## config.mk

```make
export PLATFORM = sky130hd
export DESIGN_NAME = rx_copy_sequencer_flat
export DESIGN_NICKNAME = d
export VERILOG_FILES = /design/src/rtl/rx_copy_sequencer_pkg.sv /design/src/rtl/rx_copy_sequencer_if.sv /design/src/rtl/rx_copy_sequencer_frame_hdr_capture.sv /design/src/rtl/rx_copy_sequencer.sv /design/src/flat_wrapper.sv
export SDC_FILE = /design/constraint.sdc
export NUM_CORES = 1
export LEC_CHECK = 0
export ABC_AREA = 1
export CAP_MARGIN = 20
export CORE_MARGIN = 2
export CORE_UTILIZATION = 57
export CTS_CLUSTER_SIZE = 12
export DETAILED_ROUTE_END_ITERATION = 8
export PLACE_DENSITY = 0.8
export SYNTH_ARGS = -nofsm -noshare
export SYNTH_HDL_FRONTEND = slang
export SYNTH_SLANG_ARGS = --single-unit
```

## constraint.sdc

```tcl
create_clock -name clk -period 5.6 [get_ports clk]
set_input_delay 1.12 -clock clk [delete_from_list [all_inputs] [get_ports clk]]
set_output_delay 1.12 -clock clk [all_outputs]
set_load 0.01 [all_outputs]
```

## src/rtl/rx_copy_sequencer_pkg.sv

```systemverilog
// Shared definitions for the redundant-link receive path: copy id type, header summary
// and the sequencer FSM encoding.
package rx_copy_sequencer_pkg;

    localparam int unsigned NCopiesDef = 5;
    localparam int unsigned IdW        = 4;

    localparam logic [1:0] StSkip = 2'd0;
    localparam logic [1:0] StIdle = 2'd1;
    localparam logic [1:0] StRecv = 2'd2;
    localparam logic [1:0] StEval = 2'd3;

    typedef logic [IdW-1:0] copy_id_t;

    typedef struct packed {
        copy_id_t id;
        logic     runt;
    } hdr_info_t;

endpackage

```

## src/rtl/rx_copy_sequencer_if.sv

```systemverilog
// Raw receive stream in, merger steering and per-group status out.
interface rx_copy_sequencer_if #(
    parameter int unsigned NCOPIES = 5
) ();

    logic               rx_en_w;
    logic [7:0]         rxdata_w;
    logic               fwd_sel;
    logic               pkt_done;
    logic [3:0]         pkt_id;
    logic               grp_open;
    logic               grp_done;
    logic [NCOPIES-1:0] grp_mask;
    logic [2:0]         grp_count;
    logic               lost;

    modport master (
        output rx_en_w, rxdata_w,
        input  fwd_sel, pkt_done, pkt_id, grp_open, grp_done, grp_mask, grp_count, lost
    );

    modport slave (
        input  rx_en_w, rxdata_w,
        output fwd_sel, pkt_done, pkt_id, grp_open, grp_done, grp_mask, grp_count, lost
    );

endinterface

```

## src/rtl/rx_copy_sequencer_frame_hdr_capture.sv

```systemverilog
// Per-frame byte counter and copy-id latch; summary is stable in the cycle after rx_en_i falls.
module rx_copy_sequencer_frame_hdr_capture
    import rx_copy_sequencer_pkg::*;
#(
    parameter int unsigned WHEREISID = 0,
    parameter int unsigned MINLEN    = 8
) (
    input  logic       clk,
    input  logic       rst,
    input  logic       rx_en_i,
    input  logic [7:0] rxdata_i,
    output hdr_info_t  hdr_o
);

    localparam logic [7:0] IdIdx  = 8'(WHEREISID);
    localparam logic [7:0] MinLen = 8'(MINLEN);

    logic       active_q, active_d;
    logic [7:0] idx_q, idx_d;
    copy_id_t   id_q, id_d;
    logic [7:0] cur_idx;
    logic       unused_hi;

    assign unused_hi = ^rxdata_i[7:IdW];
    // idx_q holds the number of bytes seen so far, i.e. the index of the next byte
    assign cur_idx = active_q ? idx_q : 8'd0;

    always_comb begin
        active_d = rx_en_i;
        idx_d    = idx_q;
        id_d     = id_q;
        if (rx_en_i) begin
            idx_d = (cur_idx == 8'hFF) ? 8'hFF : cur_idx + 8'd1;
            if (cur_idx == IdIdx) begin
                id_d = rxdata_i[IdW-1:0];
            end else if (cur_idx == 8'd0) begin
                id_d = '0;
            end
        end
    end

    always_ff @(posedge clk) begin
        if (rst) begin
            active_q <= 1'b0;
            idx_q    <= '0;
            id_q     <= '0;
        end else begin
            active_q <= active_d;
            idx_q    <= idx_d;
            id_q     <= id_d;
        end
    end

    assign hdr_o.id   = id_q;
    assign hdr_o.runt = (idx_q < MinLen);

endmodule

```

## src/rtl/rx_copy_sequencer.sv

```systemverilog
// Groups redundant copies of a transmission, steers the merger to the first good copy and
// reports which copies of each group arrived.
module rx_copy_sequencer
    import rx_copy_sequencer_pkg::*;
#(
    parameter int unsigned WHEREISID = 0,
    parameter int unsigned NCOPIES   = NCopiesDef,
    parameter int unsigned MINLEN    = 8,
    parameter int unsigned TIMEOUT   = 1024
) (
    input logic               clk,
    input logic               rst,
    rx_copy_sequencer_if.slave bus_io
);

    localparam int unsigned        TmoW    = $clog2(TIMEOUT);
    localparam logic [TmoW-1:0]    TmoLast = TmoW'(TIMEOUT - 1);
    localparam copy_id_t           IdMax   = copy_id_t'(NCOPIES);
    localparam logic [NCOPIES-1:0] Bit0    = {{(NCOPIES-1){1'b0}}, 1'b1};

    function automatic logic [2:0] popcnt(input logic [NCOPIES-1:0] m);
        logic [2:0] c;
        c = '0;
        for (int unsigned i = 0; i < NCOPIES; i++) c = c + {2'b00, m[i]};
        return c;
    endfunction

    logic [1:0]         state_q, state_d;
    logic               grp_open_q, grp_open_d;
    logic [NCOPIES-1:0] mask_q, mask_d;
    copy_id_t           last_id_q, last_id_d;
    logic               fwd_pend_q, fwd_pend_d;
    logic               fwd_frame_q, fwd_frame_d;
    logic [TmoW-1:0]    tmo_q, tmo_d;
    copy_id_t           pkt_id_q, pkt_id_d;
    logic [NCOPIES-1:0] grp_mask_q, grp_mask_d;
    logic [2:0]         grp_count_q, grp_count_d;

    hdr_info_t          hdr;
    logic               rx_en, in_idle, first_byte, tmo_fire, fwd_eligible;
    logic               id_ok, accept, wrap, full, grp_done;
    logic [NCOPIES-1:0] id_bit, new_mask, close_mask;

    rx_copy_sequencer_frame_hdr_capture #(
        .WHEREISID(WHEREISID),
        .MINLEN   (MINLEN)
    ) u_hdr (
        .clk     (clk),
        .rst     (rst),
        .rx_en_i (bus_io.rx_en_w),
        .rxdata_i(bus_io.rxdata_w),
        .hdr_o   (hdr)
    );

    assign rx_en        = bus_io.rx_en_w;
    assign in_idle      = (state_q == StIdle);
    assign first_byte   = in_idle && rx_en;
    assign tmo_fire     = !rst && in_idle && grp_open_q && (tmo_q == TmoLast);
    // A timeout on the first byte closes the group first, so that frame may be forwarded
    assign fwd_eligible = fwd_pend_q || tmo_fire;

    assign id_ok    = (hdr.id != '0) && (hdr.id <= IdMax);
    assign id_bit   = Bit0 << (hdr.id - copy_id_t'(1));
    assign accept   = !rst && (state_q == StEval) && !hdr.runt && id_ok &&
                      ((mask_q & id_bit) == '0);
    assign wrap     = grp_open_q && (hdr.id <= last_id_q);
    assign full     = (hdr.id == IdMax);
    assign new_mask = ((grp_open_q && !wrap) ? mask_q : '0) | id_bit;
    assign grp_done = tmo_fire || (accept && (wrap || full));
    assign close_mask = (tmo_fire || wrap) ? mask_q : new_mask;

    always_comb begin
        state_d     = state_q;
        grp_open_d  = grp_open_q;
        mask_d      = mask_q;
        last_id_d   = last_id_q;
        fwd_pend_d  = fwd_pend_q;
        fwd_frame_d = fwd_frame_q;
        tmo_d       = tmo_q;
        pkt_id_d    = pkt_id_q;
        grp_mask_d  = grp_mask_q;
        grp_count_d = grp_count_q;

        case (state_q)
            StSkip:  if (!rx_en) state_d = StIdle;
            StIdle:  if (rx_en) state_d = StRecv;
            StRecv:  if (!rx_en) state_d = StEval;
            default: state_d = StIdle;
        endcase

        if (first_byte) fwd_frame_d = fwd_eligible;
        if (in_idle && grp_open_q) tmo_d = tmo_q + TmoW'(1);

        if (tmo_fire) begin
            grp_open_d = 1'b0;
            mask_d     = '0;
            fwd_pend_d = 1'b1;
            tmo_d      = '0;
        end

        if (accept) begin
            pkt_id_d  = hdr.id;
            last_id_d = hdr.id;
            tmo_d     = '0;
            if (full) begin
                grp_open_d = 1'b0;
                mask_d     = '0;
                fwd_pend_d = 1'b1;
            end else begin
                grp_open_d = 1'b1;
                mask_d     = new_mask;
                // A group opened by an unforwarded frame still owes the merger a copy
                if (fwd_frame_q) fwd_pend_d = 1'b0;
                else if (!grp_open_q || wrap) fwd_pend_d = 1'b1;
            end
        end

        if (grp_done) begin
            grp_mask_d  = close_mask;
            grp_count_d = popcnt(close_mask);
        end
    end

    always_ff @(posedge clk) begin
        if (rst) begin
            state_q     <= StSkip;
            grp_open_q  <= 1'b0;
            mask_q      <= '0;
            last_id_q   <= '0;
            fwd_pend_q  <= 1'b1;
            fwd_frame_q <= 1'b0;
            tmo_q       <= '0;
            pkt_id_q    <= '0;
            grp_mask_q  <= '0;
            grp_count_q <= '0;
        end else begin
            state_q     <= state_d;
            grp_open_q  <= grp_open_d;
            mask_q      <= mask_d;
            last_id_q   <= last_id_d;
            fwd_pend_q  <= fwd_pend_d;
            fwd_frame_q <= fwd_frame_d;
            tmo_q       <= tmo_d;
            pkt_id_q    <= pkt_id_d;
            grp_mask_q  <= grp_mask_d;
            grp_count_q <= grp_count_d;
        end
    end

    assign bus_io.fwd_sel   = !rst && rx_en &&
                              ((first_byte && fwd_eligible) || ((state_q == StRecv) && fwd_frame_q));
    assign bus_io.pkt_done  = accept;
    assign bus_io.pkt_id    = pkt_id_d;
    assign bus_io.grp_open  = grp_open_q;
    assign bus_io.grp_done  = grp_done;
    assign bus_io.grp_mask  = grp_mask_d;
    assign bus_io.grp_count = grp_count_d;
    assign bus_io.lost      = grp_done && (grp_count_d != 3'(NCOPIES));

endmodule

```

## src/flat_wrapper.sv

```systemverilog
// flat-port wrapper written by rule: the top's interface ports become plain ports
module rx_copy_sequencer_flat import rx_copy_sequencer_pkg::*;
#(
    parameter int unsigned WHEREISID = 0,
    parameter int unsigned NCOPIES   = NCopiesDef,
    parameter int unsigned MINLEN    = 8,
    parameter int unsigned TIMEOUT   = 1024
)
  (clk, rst, bus_io_rx_en_w, bus_io_rxdata_w, bus_io_fwd_sel, bus_io_pkt_done, bus_io_pkt_id, bus_io_grp_open, bus_io_grp_done, bus_io_grp_mask, bus_io_grp_count, bus_io_lost);
  rx_copy_sequencer_if #(.NCOPIES(NCOPIES)) bus_io_i ();
  input logic clk;
  input logic rst;
  input wire logic [$bits(bus_io_i.rx_en_w)-1:0] bus_io_rx_en_w;
  input wire logic [$bits(bus_io_i.rxdata_w)-1:0] bus_io_rxdata_w;
  output wire logic [$bits(bus_io_i.fwd_sel)-1:0] bus_io_fwd_sel;
  output wire logic [$bits(bus_io_i.pkt_done)-1:0] bus_io_pkt_done;
  output wire logic [$bits(bus_io_i.pkt_id)-1:0] bus_io_pkt_id;
  output wire logic [$bits(bus_io_i.grp_open)-1:0] bus_io_grp_open;
  output wire logic [$bits(bus_io_i.grp_done)-1:0] bus_io_grp_done;
  output wire logic [$bits(bus_io_i.grp_mask)-1:0] bus_io_grp_mask;
  output wire logic [$bits(bus_io_i.grp_count)-1:0] bus_io_grp_count;
  output wire logic [$bits(bus_io_i.lost)-1:0] bus_io_lost;
  assign bus_io_i.rx_en_w = bus_io_rx_en_w;
  assign bus_io_i.rxdata_w = bus_io_rxdata_w;
  assign bus_io_fwd_sel = bus_io_i.fwd_sel;
  assign bus_io_pkt_done = bus_io_i.pkt_done;
  assign bus_io_pkt_id = bus_io_i.pkt_id;
  assign bus_io_grp_open = bus_io_i.grp_open;
  assign bus_io_grp_done = bus_io_i.grp_done;
  assign bus_io_grp_mask = bus_io_i.grp_mask;
  assign bus_io_grp_count = bus_io_i.grp_count;
  assign bus_io_lost = bus_io_i.lost;
  rx_copy_sequencer #(.WHEREISID(WHEREISID), .NCOPIES(NCOPIES), .MINLEN(MINLEN), .TIMEOUT(TIMEOUT)) u_core (.clk(clk), .rst(rst), .bus_io(bus_io_i));
endmodule
```

==> results of run 1 <==
## sequential cells by signal (all words and copies together) (netlist names)
signal and count:
u_core.bus_io.grp_open 1, u_core.pkt_id_q 4, u_core.tmo_q 10, u_core.grp_mask_q 5, u_core.last_id_q 4, u_core.fwd_frame_q 1, u_core.u_hdr.id_q 4, u_core.grp_count_q 3
u_core.u_hdr.idx_q 8, u_core.u_hdr.active_q 1, u_core.state_q 2, u_core.fwd_pend_q 1, u_core.mask_q 5
## cell usage in the layout (no fill, tap or decap), types with 2 or more instances in the layout
master / instances
nor2_1: 26
a21oi_2: 5
o21ai_2: 4
inv_2: 7
nor3_1: 4
o21ai_0: 16
a21oi_1: 21
xor2_1: 7
nor2_4: 5
dfxtp_1: 49
fa_1: 2
clkdlybuf4s50_1: 21
nor2_2: 8
nand3_2: 4
o22ai_1: 2
o221ai_1: 3
buf_4: 6
nand2_2: 12
ha_1: 13
nand4_1: 3
a221oi_1: 4
clkinv_2: 2
clkbuf_8: 5
inv_1: 43
nand2_4: 2
nand3_1: 20
nand2_1: 84
## cells by family after synthesis
group | share of synthesized area (%)
and+or+nand+nor | 30.9
DFF | 36.2
buffers and inverters | 8.60
adders and majority gates | 7.49
AOI/OAI and AO/OA | 14.2
xor gates and xnor gates | 2.59
## worst min-delay path by stage
stage	from	endpoint	cells after the start
CTS	u_core.pkt_id_q[3]$_SDFF_PP0_	u_core.pkt_id_q[3]$_SDFF_PP0_	2
detailed placement	u_core.pkt_id_q[3]$_SDFF_PP0_	u_core.pkt_id_q[3]$_SDFF_PP0_	2
global placement	u_core.pkt_id_q[3]$_SDFF_PP0_	u_core.pkt_id_q[3]$_SDFF_PP0_	2
finish	u_core.last_id_q[3]$_SDFFE_PP0P_	u_core.last_id_q[3]$_SDFFE_PP0P_	2
global route	u_core.pkt_id_q[3]$_SDFF_PP0_	u_core.pkt_id_q[3]$_SDFF_PP0_	2
floorplan	u_core.pkt_id_q[3]$_SDFF_PP0_	u_core.pkt_id_q[3]$_SDFF_PP0_	2
## synthesized netlist by cell type
master	count
nand2_1	86
dfxtp_1	49
inv_1	43
nor2_1	27
a21oi_1	21
nand3_1	20
o21ai_0	16
ha_1	13
nand2_2	10
inv_2	7
nor2_2	7
xor2_1	7
a21oi_2	5
nor2_4	5
a221oi_1	4
clkbuf_1	4
nand3_2	4
nor3_1	4
o21ai_2	4
nand4_1	3
o221ai_1	3
fa_1	2
nand2_4	2
o22ai_1	2
a211oi_1	1
a21boi_0	1
a22oi_1	1
a31o_2	1
a31oi_1	1
buf_2	1
buf_4	1
buf_6	1
inv_4	1
nand2_8	1
nand3_4	1
nor3_2	1
o41ai_1	1
xnor2_1	1
## metal layers
metal | wire length [microns] | GRT usage, %
met5 | 0 | 0
met4 | 70 | 7.00
met3 | 143 | 4.14
met2 | 2660 | 40.0
met1 | 2430 | 26.3
## repair_timing
action	in CTS	in global routing
pin swaps	1	3
resized for setup	2	3
setup endpoints to repair	2	2
hold buffers	0	0
## cell type report
type                    instances  share of cell area [%]
clock buffers                   6                    2.34
clock inverters                 2                   0.323
inverters                      51                    6.25
multi-input cells             255                    48.4
flip-flops and latches         49                    31.6
well taps                      54                    2.18
repair buffers                 29                    8.91
## worst max-delay path, stage by stage
cell and delay, ns:
clkdlybuf4s50_1 0.43, nor2_2 0.17, nand3_4 0.09, nand2_2 0.09, inv_2 0.07, nand2_1 0.09, o21ai_2 0.07, ha_1 0.32
fa_1 0.46, ha_1 0.22, fa_1 0.43, inv_1 0.07, nand3_1 0.10, nand2_2 0.10, nand3_1 0.08, nand2_1 0.06
inv_1 0.03, dlygate4sd2_1 0.27
## metrics by stage
step	hold WS, ns	cells
floorplan	0.421	362
global placement	0.430	438
detailed placement	0.444	438
CTS	0.456	446
global route	0.486	446
finish	0.454	446
## power groups by stage
| stage | clock, W | combinational [W] | sequential [W] |
|---|---|---|---|
| after detailed placement | 0 | 0.000122 | 0.000389 |
| after global routing | 0.000219 | 0.000143 | 0.000384 |
| final | 0.000206 | 0.000123 | 0.000382 |
| after floorplan | 0 | 0.0000938 | 0.000385 |
| after global placement | 0 | 0.000118 | 0.000389 |
| after CTS | 0.000209 | 0.000123 | 0.000381 |
==> impl_metrics.tcl, run 1 <==
set metrics [dict create \
    clkLatencyLatePin_ns 0.31 \
    synth_area_sq_um 2710 \
    synth_cells 362 \
    dr.pass1.iters 5 \
    post-route-util_pct 66.6 \
    post-dp-hpwl_mm 3.92 \
    vias_per_cell 5.21 \
    place_congestion 0.842 \
    cts_htree_levels 2 \
    clk_pin_slew_worst_paths_ns 0.08 \
    fin_ws_ns 0.204 \
    place_area_sq_um 3010 \
    ff_latch_area_sq_um 981 \
    p_seq_share_pct 53.8 \
    total_power_w 0.000710 \
    reg2reg_slack_ns 2.16 \
    grt_antenna_before_repair 0 \
    worst_r2r_path_depth 21 \
    synthTopCellsByArea "dfxtp_1 36%, nand2_1 12%, ha_1 6.0%" \
    place_ws_ns -0.141 \
    core_sq_um 4660 \
    routed_wl_mm 5.31 \
    die_w_microns 72.9 \
    crit_path_start_kind "input pin" \
    syn_avg_cell_area_sq_um 7.48 \
    p_per_area_nw_per_um2 229 \
    crit_path_end_kind "primary output" \
    p_sw_w 0.000213 \
    cts_buffers 5 \
    clock-root-buffer "clkbuf_8" \
    ys_seq_area_share_pct 36.2 \
    tns_ns 0 \
    multi_input_area_sq_um 1500 \
    min_period_ns 5.40 \
    post_cts_buffers 0 \
    maxSlewHeadroom_pct 64.4 \
    ir_drop_uv 154 \
    grt_pass1_wl_mm 9.35 \
    slew_viol_final 0 \
    remaining_drc_errors 0 \
    die-area_sq_um 5320 \
    drt_iter0_drc 100 \
    synth_top_area_share_pct 36.2 \
    rows 25 \
    status "complete, no violations" \
    antenna_left 0 \
    cts_tree "done" \
    hold_class "register to register" \
    ys_seq_elements 49 \
    cts_sinks 49 \
    worstPathRequired_ns 4.48 \
    endpoint "bus_io_lost" \
    min_period_over_period_pct 96.4 \
    p_clk_share_pct 29.0 \
    track_usage_pct 22.1 \
    cp-startpoint "rst" \
    wl_per_cell_microns 11.9 \
    synthesis.nets 388 \
    ys_warn_count 0 \
    clockBufferDepth 2 \
    critical_path_arrival_ns 4.28 \
    cap_violations 0 \
    fmax_ghz 0.185 \
    grt_max_degree 27 \
    internal_power_w 0.000497 \
    fin_nets 417 \
    via_count 2323 \
    die-height_microns 72.9 \
    setup_viol 0 \
    critPathMaxFanout 7 \
    start_util_pct 58.1 \
    fillCellCount 381 \
    crit_type "input pin to primary output" \
    ioPinCount 28 \
    io_buffers 23 \
    syn_to_final_growth_pct 14.6 \
    critical_path.reg2reg.startpoint "u_core.u_hdr.id_q[0]$_SDFFE_PP0P_" \
    antenna_cells 0 \
    final_cell_area_sq_um 3100 \
    hold_viol_final 0 \
    clock-skew-final_ns 0.0123 \
    rsz0062_at_grt "false" \
    synth_cell_types 38 \
    worst_pin_slew_ns 0.534 \
    p_sw_share_pct 30.0 \
    combPwrFrac_pct 17.3 \
    leakagePower_nw 1.39 \
    yosysTopAreaCell "dfxtp_1" \
    layout-drive-gt1-share_pct 16.6 \
    overflow 0 \
    grt_pass1_vias 2265 \
    rr_endpoint "u_core.grp_count_q[1]$_SDFF_PP0_" \
]
Note: power is estimated with default switching activity, not from simulation.
==> run 2, diff against run 1 <==
--- a/config.mk
+++ b/config.mk
@@ -7,10 +7,12 @@
 export LEC_CHECK = 0
 export ABC_AREA = 1
 export CAP_MARGIN = 20
+export CORE_ASPECT_RATIO = 0.75
 export CORE_MARGIN = 2
 export CORE_UTILIZATION = 57
 export CTS_CLUSTER_SIZE = 12
 export DETAILED_ROUTE_END_ITERATION = 8
+export MAX_ROUTING_LAYER = met4
 export PLACE_DENSITY = 0.8
 export SYNTH_ARGS = -nofsm -noshare
 export SYNTH_HDL_FRONTEND = slang
==> impl_metrics.tcl, run 2 (same netlist as run 1, synthesis figures left out) <==
set metrics [dict create \
    grt_use_met3_pct 4.33 \
    leakagePower_nw 1.38 \
    worst_r2r_path_depth 18 \
    syn_to_final_growth_pct 14.7 \
    combPwrFrac_pct 17.8 \
    biggestRegsByFlops "u_core.tmo_q: 10 flops, u_core.u_hdr.idx_q: 8 flops" \
    core_sq_um 4520 \
    grt_pass1_vias 2217 \
    largest_register_ffs 10 \
    crit_path_max_incr_delay_ns 0.49 \
    endpoint "bus_io_lost" \
    path_cells "clkdlybuf4s50_1, nor2_2, nand3_4, nand2_2, inv_2, nand2_1, o21ai_2, ha_1, fa_1, ha_2, fa_1, inv_1, nand3_1, nand2_2, nand3_1, nand2_1, inv_1, dlygate4sd2_1" \
    io_buffers 23 \
    track_usage_pct 22.9 \
    tns_ns 0 \
    ioPinCount 28 \
    critPathBufInv 5 \
    crit_path_start_kind "input pin" \
    drt_iter0_drc 81 \
    cts_tree "done" \
    min_period_over_period_pct 95.2 \
    die-area_sq_um 5320 \
    ir_drop_uv 157 \
    maxSlewHeadroom_pct 64.3 \
    total_power_w 0.000713 \
    routed_wl_mm 5.49 \
    use_met2_pct 35.3 \
    antenna_left 0 \
    post-dp-hpwl_mm 4.15 \
    hold_class "register to register" \
    critical_path.reg2reg.startpoint "u_core.u_hdr.id_q[3]$_SDFFE_PP0P_" \
    clk_pin_slew_worst_paths_ns 0.08 \
    fmax_ghz 0.188 \
    die-height_microns 63.7 \
    crit_slowest_cell "fa_1" \
    min_period_ns 5.33 \
    dr.pass1.iters 5 \
    final_cell_mix "84 x nand2_1, 49 x dfxtp_1, 43 x inv_1" \
    die_w_microns 83.6 \
    hold_viol_final 0 \
    p_per_area_nw_per_um2 230 \
    grt_pass1_wl_mm 9.68 \
    start_util_pct 59.9 \
    worst_pin_slew_ns 0.529 \
    p_seq_share_pct 53.5 \
    crit_type "input pin to primary output" \
    critPathMaxFanout 5 \
    wl_per_cell_microns 12.3 \
    cts_buffers 5 \
    vias_per_cell 5.19 \
    crit_path_end_kind "primary output" \
    grt_antenna_before_repair 0 \
    cp-startpoint "rst" \
    grt_use_met1_pct 31.0 \
    cts_sinks 49 \
    clkLatencyLatePin_ns 0.29 \
    worstPathRequired_ns 4.48 \
    cap_violations 0 \
    remaining_drc_errors 0 \
    layout-drive-gt1-share_pct 16.4 \
    final_cells 447 \
    status "complete, no violations" \
    overflow 0 \
    via_count 2319 \
    p_clk_share_pct 28.7 \
    fin_nets 416 \
    rsz0062_at_grt "false" \
    cp_top_family "adder cells" \
    cts_htree_levels 2 \
    setup_viol 0 \
    top_usage_layer "met2" \
    reg2reg_slack_ns 2.21 \
    clockBufferDepth 2 \
    rows 21 \
    rr_endpoint "u_core.grp_count_q[1]$_SDFF_PP0_" \
    p_sw_w 0.000204 \
    post_cts_buffers 0 \
    critical_path_arrival_ns 4.21 \
    grt_max_degree 27 \
    cp.depth 18 \
    max_flop_register "u_core.tmo_q" \
    placed_cells 440 \
    clock-skew-final_ns 0.00351 \
    final_common_cell "nand2_1" \
    p_sw_share_pct 28.6 \
    slew_viol_final 0 \
    place_congestion 0.944 \
    internal_power_w 0.000508 \
    antenna_cells 0 \
    clock-root-buffer "clkbuf_8" \
]
==> run 2: cell types whose count changed in the layout (fill, tap and decap cells not counted) <==
cell	delta
ha_2	+1
ha_1	-1
clkinv_2	-2
buf_4	-1
clkbuf_8	+1
==> run 2: cell type report <==
type	count	area, sq um
clock buffers	7	86.3
fillers	394	1420
inverters	51	194
multi-input cells	255	1500
flip-flops and latches	49	981
well taps	57	71.3
repair buffers	28	269
==> run 2: timing repair <==
action / in CTS / in global routing
setup endpoints to repair: 2 / 2
hold buffers: 0 / 0
cloned: 0 / 0
resized for setup: 2 / 4
pin swaps: 1 / 3
==> run 2: tightest hold or removal path, cell delays in order, from the launching register on <==
cell     delay [ns]
dfxtp_1        0.31
inv_1          0.06
nor3_1         0.05
==> run 2: worst min path at each step <==
stage / startpoint / to / slack, ns / cells after the start
after floorplan: u_core.pkt_id_q[3]$_SDFF_PP0_ / u_core.pkt_id_q[3]$_SDFF_PP0_ / 0.42 / 2
after global placement: u_core.pkt_id_q[3]$_SDFF_PP0_ / u_core.pkt_id_q[3]$_SDFF_PP0_ / 0.43 / 2
after detailed placement: u_core.pkt_id_q[3]$_SDFF_PP0_ / u_core.pkt_id_q[3]$_SDFF_PP0_ / 0.44 / 2
after CTS: u_core.pkt_id_q[3]$_SDFF_PP0_ / u_core.pkt_id_q[3]$_SDFF_PP0_ / 0.45 / 2
after global routing: u_core.pkt_id_q[3]$_SDFF_PP0_ / u_core.pkt_id_q[3]$_SDFF_PP0_ / 0.46 / 2
final: u_core.pkt_id_q[3]$_SDFF_PP0_ / u_core.pkt_id_q[3]$_SDFF_PP0_ / 0.45 / 2
==> run 2: routing by layer <==
metal / wire length [microns] / vias to the layer above
li1: - / 1220
met1: 2700 / 1036
met2: 2400 / 57
met3: 325 / 6
met4: 58 / 0
met5: 0 / -
==> run 2: power groups by stage <==
stage          Sequential (W)  Combinational, W  Clock (W)
6_report             0.000382          0.000127   0.000205
4_1_cts              0.000381          0.000127   0.000213
3_5_place_dp         0.000389          0.000125          0
2_1_floorplan        0.000385         0.0000938          0
5_1_grt              0.000385          0.000146   0.000225
3_3_place_gp         0.000389          0.000119          0
==> run 2: per-stage QoR <==
step                      cell area [sq um]  hold WS [ns]  worst slack (ns)  util [%]
after global routing                   3100         0.463            0.0258      68.7
after CTS                              3090         0.451            0.0339      68.5
after global placement                 3010         0.433           -0.0627      66.5
after detailed placement               3010         0.439            -0.132      66.5
final                                  3100         0.449             0.271      68.7
after floorplan                        2710         0.421             0.757         -
==> run 3, diff against run 2 <==
==> constraint.sdc (replaced) <==
create_clock -name clk -period 5.15 [get_ports clk]
set_input_delay 1.03 -clock clk [delete_from_list [all_inputs] [get_ports clk]]
set_output_delay 1.03 -clock clk [all_outputs]
set_load 0.01 [all_outputs]
==> impl_metrics.tcl, run 3 (same netlist as run 1, synthesis figures left out) <==
set metrics [dict create \
    status "complete, no violations" \
    ir_drop_uv 179 \
    post-route-util_pct 71.2 \
    place_congestion 0.976 \
    hold_viol_final 0 \
    min_period_over_period_pct 94.5 \
    via_count 2367 \
    rows 21 \
    core_sq_um 4520 \
    fmax_ghz 0.206 \
    wl_per_cell_microns 12.1 \
    hold_class "register to register" \
    routed_wl_mm 5.46 \
    max_flop_register "u_core.tmo_q" \
    grt_antenna_before_repair 0 \
    overflow 0 \
    p_seq_share_pct 49.6 \
    final_common_cell "nand2_1" \
    tns_ns 0 \
    die_w_microns 83.6 \
    start_util_pct 59.9 \
    largest_register_ffs 10 \
    crit_type "register to primary output" \
    cts_buffers 5 \
    cts_tree "done" \
    die-area_sq_um 5320 \
    clockBufferDepth 2 \
    final_cell_mix "81 x nand2_1, 44 x dfxtp_1, 43 x inv_1" \
    cp_common_cell "nand2_1" \
    clock-skew-final_ns 0.00741 \
    cap_violations 0 \
    cts_htree_levels 2 \
    place_area_sq_um 3040 \
    ioPinCount 28 \
    slew_viol_final 0 \
    combPwrFrac_pct 18.2 \
    min_period_ns 4.86 \
    critPathMaxFanout 5 \
    layout-drive-gt1-share_pct 20.8 \
    maxSlewHeadroom_pct 65.9 \
    dr.pass1.iters 4 \
    hold_buffers 0 \
    p_per_area_nw_per_um2 261 \
    crit_path_end_kind "primary output" \
    antenna_left 0 \
    worstPathRequired_ns 4.12 \
    path_cells "inv_2, ha_1, inv_1, nand2_1, nand2_1, nand2_1, nand2_1, nand2_2, nor2_4, nand2_1, nand2_1, nand2_1, o21ai_2, ha_4, fa_1, ha_2, fa_1, inv_1, nand3_1, nand2_2, nand3_1, nand2_1, inv_1, dlygate4sd2_1" \
    antenna_cells 0 \
    syn_to_final_growth_pct 18.8 \
    grt_max_degree 27 \
    cp_top_family "adder cells" \
    final_cells 452 \
    worst_pin_slew_ns 0.504 \
    leakagePower_nw 1.42 \
    cts_sinks 49 \
    clkLatencyLatePin_ns 0.31 \
    crit_path_start_kind "register" \
    placed_cells 444 \
    setup_viol 0 \
    internal_power_w 0.000596 \
    p_clk_share_pct 32.3 \
    clock-root-buffer "clkbuf_8" \
    p_sw_share_pct 29.0 \
    p_sw_w 0.000243 \
    crit_path_max_incr_delay_ns 0.54 \
    crit_slowest_cell "fa_1" \
    drt_iter0_drc 135 \
    post-dp-hpwl_mm 3.93 \
    io_buffers 23 \
    remaining_drc_errors 0 \
    clk_pin_slew_worst_paths_ns 0.09 \
    grt_pass1_vias 2218 \
    die-height_microns 63.7 \
    grt_pass1_wl_mm 9.45 \
    final_cell_area_sq_um 3220 \
    critical_path_arrival_ns 3.83 \
    vias_per_cell 5.24 \
    fin_nets 421 \
    critPathBufInv 5 \
    biggestRegsByFlops "u_core.tmo_q: 10 flops, u_core.u_hdr.idx_q: 8 flops" \
    track_usage_pct 22.5 \
]
run 3: tightest hold or removal path: stages (launching register included):
cell	delay (ns)
dfxtp_1	0.31
inv_1	0.06
nor3_1	0.04
run 3: final timing paths:
path	startpoint	end	slack [ns]	cells after the start
worst max-delay path	u_core.u_hdr.id_q[0]$_SDFFE_PP0P_	bus_io_lost	0.29	24
worst min-delay path	u_core.pkt_id_q[3]$_SDFF_PP0_	u_core.pkt_id_q[3]$_SDFF_PP0_	0.44	2
worst max register to register	u_core.u_hdr.id_q[0]$_SDFFE_PP0P_	u_core.grp_count_q[1]$_SDFF_PP0_	1.90	21
worst min register to register	u_core.pkt_id_q[3]$_SDFF_PP0_	u_core.pkt_id_q[3]$_SDFF_PP0_	0.44	2
run 3: layout make-up:
type / instances / area [sq um]
Multi-Input combinational cell: 255 / 1560
Fill cell: 369 / 1300
Sequential cell: 49 / 987
Timing Repair Buffer: 33 / 304
Inverter: 51 / 194
Tap cell: 57 / 71.3
Clock buffer: 5 / 68.8
Clock inverter: 2 / 35.0
run 3: what timing repair did:
item	CTS	global route
pin swaps	1	3
buffers inserted	0	1
resized for setup	7	15
setup endpoints to repair	3	3
hold endpoints to repair	0	0
cloned	0	0
run 3: stage by stage:
stage,setup WS (ns),power (W),hold slack (ns)
floorplan,0.487,0.000520,0.421
global placement,-0.327,0.000555,0.432
detailed placement,-0.371,0.000560,0.435
CTS,-0.0269,0.000830,0.448
global route,-0.00777,0.000879,0.466
finish,0.285,0.000839,0.445
run 3: power by group through the flow:
stage,clock network (W),registers [W],logic [W]
floorplan,0,0.000418,0.000102
global placement,0,0.000421,0.000134
detailed placement,0,0.000422,0.000138
CTS,0.000277,0.000413,0.000140
global route,0.000289,0.000419,0.000171
finish,0.000271,0.000416,0.000152
run 3: layer usage:
| layer | vias to the layer above | track usage, % | wire (microns) |
|---|---|---|---|
| li1 | 1234 | - | - |
| met1 | 1064 | 29.6 | 2680 |
| met2 | 61 | 34.2 | 2410 |
| met3 | 8 | 4.46 | 294 |
| met4 | 0 | 9.27 | 80 |
| met5 | - | - | 0 |
